`config.mk`:
```
export PLATFORM = sky130hd
export DESIGN_NAME = pwm_audio_dac
export DESIGN_NICKNAME = d
export VERILOG_FILES = /design/src/rtl/pwm_audio_pkg.sv /design/src/rtl/pwm_audio_chan.sv /design/src/rtl/pwm_audio_dac.sv
export SDC_FILE = /design/constraint.sdc
export NUM_CORES = 1
export LEC_CHECK = 0
export ABC_CLOCK_PERIOD_IN_PS = 1880
export CAP_MARGIN = 20
export CELL_PAD_IN_SITES_DETAIL_PLACEMENT = 1
export CELL_PAD_IN_SITES_GLOBAL_PLACEMENT = 1
export CORE_AREA = 4 4 107 89
export DETAILED_ROUTE_END_ITERATION = 16
export DIE_AREA = 0 0 111 93
export PLACE_DENSITY_LB_ADDON = 0.15
export SLEW_MARGIN = 25
export SYNTH_ARGS = -nofsm -noshare
export SYNTH_HDL_FRONTEND = slang
export SYNTH_SLANG_ARGS = --single-unit
```
`constraint.sdc`:
```
create_clock -name i_clk -period 1.88 [get_ports i_clk]
set_clock_uncertainty 0.15 [all_clocks]
set_input_delay 0.188 -clock i_clk [delete_from_list [all_inputs] [get_ports i_clk]]
set_output_delay 0.188 -clock i_clk [all_outputs]
set_load 0.005 [all_outputs]
```
`src/rtl/pwm_audio_pkg.sv`:
```
// pwm_audio_pkg: shared constants and helpers for the PWM / sigma-delta audio DAC.
// Contents:
//   MODE_PWM / MODE_SD  encodings of the mode input
//   clog2(n)            counter width for a frame of n clocks (never below 1)
package pwm_audio_pkg;
    localparam logic MODE_PWM = 1'b0;
    localparam logic MODE_SD  = 1'b1;

    function automatic int clog2(input int n);
        return (n < 2) ? 1 : $clog2(n);
    endfunction
endpackage

```
`src/rtl/pwm_audio_chan.sv`:
```
// pwm_audio_chan: one DAC output channel, PWM comparator or 1st-order sigma-delta modulator.
// Ports:
//   i_clk, i_rst    clock, synchronous active-high reset
//   i_cnt           frame position from the top-level counter
//   i_mode_q        mode latched at the last frame boundary (MODE_PWM / MODE_SD)
//   i_load, i_data  load strobe and new sample for the active register
//   i_clr_acc       clears the sigma-delta accumulator (mode change at a boundary)
//   o_pwm           registered output bit
module pwm_audio_chan
    import pwm_audio_pkg::*;
#(
    parameter int WIDTH = 8,
    parameter int CW    = 8
) (
    input  logic             i_clk,
    input  logic             i_rst,
    input  logic [CW-1:0]    i_cnt,
    input  logic             i_mode_q,
    input  logic             i_load,
    input  logic [WIDTH-1:0] i_data,
    input  logic             i_clr_acc,
    output logic             o_pwm
);
    logic [WIDTH-1:0] r_active;
    logic [WIDTH-1:0] r_acc;
    logic [WIDTH:0]   w_sum;
    logic [WIDTH-1:0] w_cnt;

    // CW never exceeds WIDTH because the frame is at most 2**WIDTH clocks
    assign w_cnt = WIDTH'(i_cnt);
    assign w_sum = {1'b0, r_acc} + {1'b0, r_active};

    always_ff @(posedge i_clk) begin
        if (i_rst) begin
            r_active <= '0;
            r_acc    <= '0;
            o_pwm    <= 1'b0;
        end else begin
            o_pwm <= (i_mode_q == MODE_SD) ? w_sum[WIDTH] : (w_cnt < r_active);
            if (i_load)
                r_active <= i_data;
            // the accumulator only advances in sigma-delta mode and is frozen otherwise
            if (i_clr_acc)
                r_acc <= '0;
            else if (i_mode_q == MODE_SD)
                r_acc <= w_sum[WIDTH-1:0];
        end
    end
endmodule

```
`src/rtl/pwm_audio_dac.sv`:
```
// pwm_audio_dac: multi-channel audio DAC output stage with a one-deep sample holding buffer.
// Ports:
//   i_clk, i_rst      clock, synchronous active-high reset
//   i_mode            0 = PWM, 1 = sigma-delta; taken at the frame boundary
//   i_sample          packed samples, channel c at [c*WIDTH +: WIDTH]
//   i_sample_valid    new frame of samples offered
//   o_sample_ready    holding buffer empty (and not in reset)
//   o_pwm             per-channel registered output bits
//   o_frame_strobe    1-clk pulse after each frame boundary
//   o_underrun        1-clk pulse after a boundary that found the buffer empty
module pwm_audio_dac
    import pwm_audio_pkg::*;
#(
    parameter int WIDTH    = 8,
    parameter int CHANNELS = 2,
    parameter int PERIOD   = 255
) (
    input  logic                      i_clk,
    input  logic                      i_rst,
    input  logic                      i_mode,
    input  logic [WIDTH*CHANNELS-1:0] i_sample,
    input  logic                      i_sample_valid,
    output logic                      o_sample_ready,
    output logic [CHANNELS-1:0]       o_pwm,
    output logic                      o_frame_strobe,
    output logic                      o_underrun
);
    localparam int            CW   = clog2(PERIOD);
    localparam logic [CW-1:0] LAST = CW'(PERIOD - 1);

    logic [CW-1:0]             r_cnt;
    logic [WIDTH*CHANNELS-1:0] r_hold;
    logic                      r_hold_full;
    logic                      r_mode_q;
    logic                      w_boundary;
    logic                      w_xfer;
    logic                      w_load;
    logic                      w_clr_acc;

    assign w_boundary     = (r_cnt == LAST);
    assign o_sample_ready = !r_hold_full && !i_rst;
    assign w_xfer         = i_sample_valid && o_sample_ready;
    // a transfer landing on the boundary edge only fills hold; it is consumed a frame later
    assign w_load         = w_boundary && r_hold_full;
    assign w_clr_acc      = w_boundary && (i_mode != r_mode_q);

    always_ff @(posedge i_clk) begin
        if (i_rst) begin
            r_cnt          <= '0;
            r_hold         <= '0;
            r_hold_full    <= 1'b0;
            r_mode_q       <= MODE_PWM;
            o_frame_strobe <= 1'b0;
            o_underrun     <= 1'b0;
        end else begin
            r_cnt          <= w_boundary ? '0 : r_cnt + CW'(1);
            o_frame_strobe <= w_boundary;
            o_underrun     <= w_boundary && !r_hold_full;
            if (w_boundary)
                r_mode_q <= i_mode;
            if (w_xfer) begin
                r_hold      <= i_sample;
                r_hold_full <= 1'b1;
            end else if (w_load) begin
                r_hold_full <= 1'b0;
            end
        end
    end

    for (genvar c = 0; c < CHANNELS; c++) begin : g_chan
        pwm_audio_chan #(
            .WIDTH (WIDTH),
            .CW    (CW)
        ) u_chan (
            .i_clk     (i_clk),
            .i_rst     (i_rst),
            .i_cnt     (r_cnt),
            .i_mode_q  (r_mode_q),
            .i_load    (w_load),
            .i_data    (r_hold[c*WIDTH +: WIDTH]),
            .i_clr_acc (w_clr_acc),
            .o_pwm     (o_pwm[c])
        );
    end
endmodule
```
Word-level counts from Yosys, hierarchy flattened

Index checks and enable logic that the tools add are counted.

Bits in registers: 62

Add/sub/neg operators: 3
Magnitude comparators: 2
Eq/ne operators: 2
Muxes and demuxes: 4
Reductions and logical operators: 10

Operators with widths:

| operator                                    | count |
|---|---|
| adder 8 x 8 -> 9 bit                        | 2 |
| less-than comparator 8 bit                  | 2 |
| adder 8 x 1 -> 8 bit, second input constant | 1 |
| equality test 8 bit, second input constant  | 1 |
| logical AND 1 bit                           | 5 |
| two-way mux 1 bit                           | 4 |
| OR reduction 2 bit                          | 2 |
| zero test 1 bit                             | 2 |
| nonzero test 2 bit                          | 1 |
| inequality test 1 bit                       | 1 |

Logic depth before layout (Yosys ltp)

Depth in word-level cells: 4
Gate-level depth with buffers: 8

Modules after synthesis

A second synthesis with hierarchy kept.

Cells, all modules: 376
Area, all modules: 3382.0 um2

Modules (own cells, without submodules):

| module         | times used | cells an instance | area an instance (um2) |
|---|---|---|---|
| pwm_audio_chan | 2          | 123               | 1132.3 |
| pwm_audio_dac  | 1          | 130               | 1117.3 |

Least setup slack after synthesis

Ideal clock, no wire load.

Kind: flip-flop to flip-flop
Start: register g_chan[0].u_chan.r_active[0]
End: register g_chan[0].u_chan.o_pwm
Data arrival time: 1.645 ns
Required time: 1.638 ns
Setup slack: -0.007 ns
Cell stages (with the launch flop): 9
Path through: dfxtp_1 ha_1 inv_1 fa_1 nor2b_1 o31ai_1 a21oi_1 a31oi_1 o32ai_1

Word-level cells in the longest chain between the ends: 2

Ends and longest elaborated chain:

| element                                                            | RTL line                                   | source |
|---|---|---|
| from (decl)                                                        | pwm_audio_chan.sv:24                       | `logic [WIDTH-1:0] r_active;` |
| from (signal assigned)                                             | pwm_audio_chan.sv:41                       | `r_active <= i_data;` |
| adder 8 x 8 -> 9 bit or less-than comparator 8 bit (tied branches) | pwm_audio_chan.sv:31, pwm_audio_chan.sv:39 |  |
| two-way mux 1 bit (*)                                              | pwm_audio_chan.sv:39                       | `o_pwm <= (i_mode_q == MODE_SD) ? w_sum[WIDTH] : (w_cnt < r_active);` |
| to (signal assigned)                                               | pwm_audio_chan.sv:39                       |  |
| to (decl)                                                          | pwm_audio_chan.sv:22                       | `output logic o_pwm` |

Every way passes the cells marked *; elsewhere a longest branch is shown, timed or not.
A chain may end at the register's enable or synchronous reset.

Worst setup path in the final report

Start: register g_chan[0].u_chan.r_acc[0]
End: register g_chan[0].u_chan.o_pwm

Word-level cells in the longest chain between the ends: 2

Ends and longest elaborated chain:

| element                | RTL line             | source |
|---|---|---|
| from (decl)            | pwm_audio_chan.sv:25 | `logic [WIDTH-1:0] r_acc;` |
| from (signal assigned) | pwm_audio_chan.sv:46 | `r_acc <= w_sum[WIDTH-1:0];` |
| adder 8 x 8 -> 9 bit   | pwm_audio_chan.sv:31 | `assign w_sum = {1'b0, r_acc} + {1'b0, r_active};` |
| two-way mux 1 bit      | pwm_audio_chan.sv:39 |  |

Every way passes these cells.

==> flow_summary_export.csv <==
group,metric,value,unit
power,p_clk_share,42.8,%
floorplan,io_pins,25,
grt,overflow,0,
clocking,ctsHoldBuffers,0,
floorplan,initial_utilization,38.7,%
clocking,cts_buffers,9,
synthesis,synth_enable_flop_cells,0,
synthesis,yosys_most_used_dff,"dfxtp_1",
setup_path,ff2ff_setup_slack,-5,ps
grt,grt_max_degree,34,
floorplan,dieArea,10300,µm²
status,status,"finished with violations",
layout,num-fill-cells,1016,
power,swShare,24.9,%
layout,regArea,1250,µm²
setup_path,arrival,1990,ps
setup_path,crit_start,"g_chan[0].u_chan.r_acc[0]$_SDFFE_PP0P_",
grt,grt_pass1_wl,14300,µm
route,ant_nets,0,
synthesis,yosys_warnings,0,
power,ir_worst_vdd,0.344,mV
clocking,clk_latency,350,ps
placement,gp_congestion,0.779,
route,drtIter0Drc,85,
layout,final_area,4170,µm²
layout,post-route-util,49.8,%
power,pwr-share-comb,7.3,%
route,drc,0,
placement,hpwl,6130,µm
power,power_density,660,nW/µm²
sta,fmax,0.531,GHz
synthesis,syn_inst,395,
synthesis,yosys_register_bits,62,
power,switchingPower,0.000685,W
setup_path,reg2reg_to,"g_chan[0].u_chan.o_pwm$_SDFF_PP0_",
clocking,cts_max_level,3,
layout,area_growth,28.7,%
setup_path,required,1990,ps
sta,fin_tns_setup,-7.00,ps
power,p_leak,1.55,nW
grt,grt.total_usage,17.3,%
setup_path,critPathKind,"reg2reg",
sta,fin_ws,-4.66,ps
synthesis,yosysSeqAreaShare,38.3,%
synthesis,synth_cell_types,41,
sta,tightest_slew,431,ps
layout,fin_nets,497,
route,via_per_inst,5.13,
synthesis,synth_fp_nets,449,
route,wl_per_cell,15.4,µm
sta,finalMaxSlewViolations,0,
layout,multiInputGateArea,1980,µm²
run,cap_viol_max_count,0,
route,vias,2871,
setup_path,cp_max_fo,3,
sta,slew_headroom,71.3,%
hold_path,holdPathStages,3,
sta,finalCriticalPeriod,1880,ps
synthesis,syn_area_per_cell,8.20,µm²
placement,place_area,3770,µm²
clocking,cts_sinks,62,
setup_path,r2r-start,"g_chan[0].u_chan.r_acc[0]$_SDFFE_PP0P_",
setup_path,cp-end-kind,"flop",
clocking,cts.path.max_buffers,2,
sta,finalCritPeriodShare,100,%
sta,rsz0062_at_grt,"true",
sta,setup_viol,2,
hold_path,holdPathEnd,"r_hold[3]$_SDFFE_PP0P_",
layout,layout-drive-gt1-share,20.3,%
floorplan,placementRows,30,
hold_path,min_from,"i_sample[3]",
layout,diodes,0,
power,p_int,0.00207,W
grt,grt_pass1_vias,2883,
clocking,clkTransAtPathRegs,70,ps
placement,port_buffers,24,
power,pwr-share-seq,49.9,%
synthesis,syn_area,3240,µm²
clocking,cts-root-buf,"clkbuf_8",
sta,hold_viol,0,
synthesis,synthArstFlopShare,0,%
route,routed_wirelength,8650,µm
setup_path,r2r_cells,8,
status,violations,"negative setup slack",
setup_path,startpoint_type,"flop",
route,firstDrtPassIters,4,
clocking,cts_tree,"built",
grt,grt_antenna_before_repair,0,
hold_path,worst_hold_path_type,"in2reg",
floorplan,dieHeight,93,µm
floorplan,fp.dieW,111,µm
floorplan,core,8370,µm²
## worst max path at each step
stage,endpoint,slack (ps),depth (start not counted)
3_5_place_dp,g_chan[0].u_chan.o_pwm$_SDFF_PP0_,-130,8
6_report,g_chan[0].u_chan.o_pwm$_SDFF_PP0_,-5,8
3_3_place_gp,g_chan[0].u_chan.o_pwm$_SDFF_PP0_,-20,8
4_1_cts,g_chan[0].u_chan.o_pwm$_SDFF_PP0_,-20,8
2_1_floorplan,g_chan[0].u_chan.o_pwm$_SDFF_PP0_,20,8
5_1_grt,g_chan[0].u_chan.o_pwm$_SDFF_PP0_,-130,7
## flip-flops by register name, summed over array words and instances, names as in the netlist
| register | cells |
|---|---|
| g_chan.u_chan.r_acc | 16 |
| o_underrun | 1 |
| g_chan.u_chan.o_pwm | 2 |
| g_chan.u_chan.r_active | 16 |
| r_hold | 16 |
| o_frame_strobe | 1 |
| r_mode_q | 1 |
| r_hold_full | 1 |
| r_cnt | 8 |
## layout make-up
| type | instances | share of cell area [%] |
|---|---|---|
| Multi-Input combinational cell | 289 | 47.5 |
| Sequential cell | 62 | 30.1 |
| Timing Repair Buffer | 59 | 12.5 |
| Tap cell | 112 | 3.36 |
| Clock buffer | 10 | 3.06 |
| Inverter | 22 | 1.98 |
| Clock inverter | 6 | 1.47 |
## power groups by stage
stage               clock [W]  combinational (W)  sequential (W)
floorplan                   0           0.000107         0.00140
global placement            0           0.000195         0.00140
detailed placement          0           0.000202         0.00140
CTS                   0.00122           0.000203         0.00137
global route          0.00128           0.000228         0.00138
finish                0.00118           0.000201         0.00137
## logic make-up (layout without fill, tap and decap cells)
logic type	count (synthesis)	in the layout	synth area share [%]
compound gates	99	99	18.2
xor+xnor	9	9	2.43
fa+ha+maj	34	34	13.6
buf+inv	44	97	5.72
flops	62	62	38.3
mux	3	3	0.927
simple gates	144	144	20.8
## placed cells by master, fill, tap and decap left out, types with 7 or more instances in the layout
cell,instances
clkdlybuf4s50_1,24
buf_4,32
clkbuf_8,9
a21oi_1,31
nand2_1,42
dfxtp_2,11
ha_1,26
nand2b_1,16
inv_1,20
dfxtp_1,51
nor2_1,33
nand3_1,24
o21ai_0,27
nor3_1,7
## critical path: stages (launching register included)
cell and delay, ps:
dfxtp_2 350, ha_4 140, inv_2 30, fa_2 360, nor2b_4 160, o31ai_4 70, a21oi_2 200, a31oi_1 110
o32ai_1 220
## synth_stat cells, types with 4 or more instances
master | n | area, µm²
nor3_1 | 10 | 50.1
o21ai_0 | 28 | 140
xor2_1 | 5 | 43.8
dfxtp_1 | 62 | 1240
nor2_1 | 35 | 131
a211oi_1 | 8 | 60.1
o21a_1 | 4 | 30.0
a21oi_1 | 34 | 170
nand3_1 | 24 | 120
a21o_1 | 6 | 45.0
inv_1 | 22 | 82.6
xnor2_1 | 4 | 35.0
clkbuf_1 | 12 | 45.0
nor2b_1 | 4 | 25.0
buf_2 | 7 | 35.0
ha_1 | 32 | 400
a31oi_1 | 4 | 25.0
nand2b_1 | 16 | 100
nand2_1 | 42 | 158
## what timing repair did
item	in CTS	in global routing
pin swaps	4	19
resized for setup	14	30
endpoints found under the setup margin	7	18
buffers inserted	1	3
## per-stage QoR
step | power [W] | setup WS [ps] | hold WS [ps] | instances
floorplan | 0.00151 | 20.1 | 147 | 395
global placement | 0.00160 | -17.6 | 308 | 541
detailed placement | 0.00160 | -132 | 309 | 541
CTS | 0.00279 | -19.3 | 226 | 558
global route | 0.00288 | -133 | 240 | 560
finish | 0.00275 | -4.66 | 241 | 560
## metal layers
metal | wire, µm | vias to the layer above | global-route usage [%]
li1 | - | 1467 | -
met1 | 4510 | 1357 | 24.2
met2 | 3750 | 33 | 26.2
met3 | 257 | 14 | 4.66
met4 | 133 | 0 | 5.03
met5 | 0 | - | 0
Note: power is estimated with default switching activity, not from simulation.
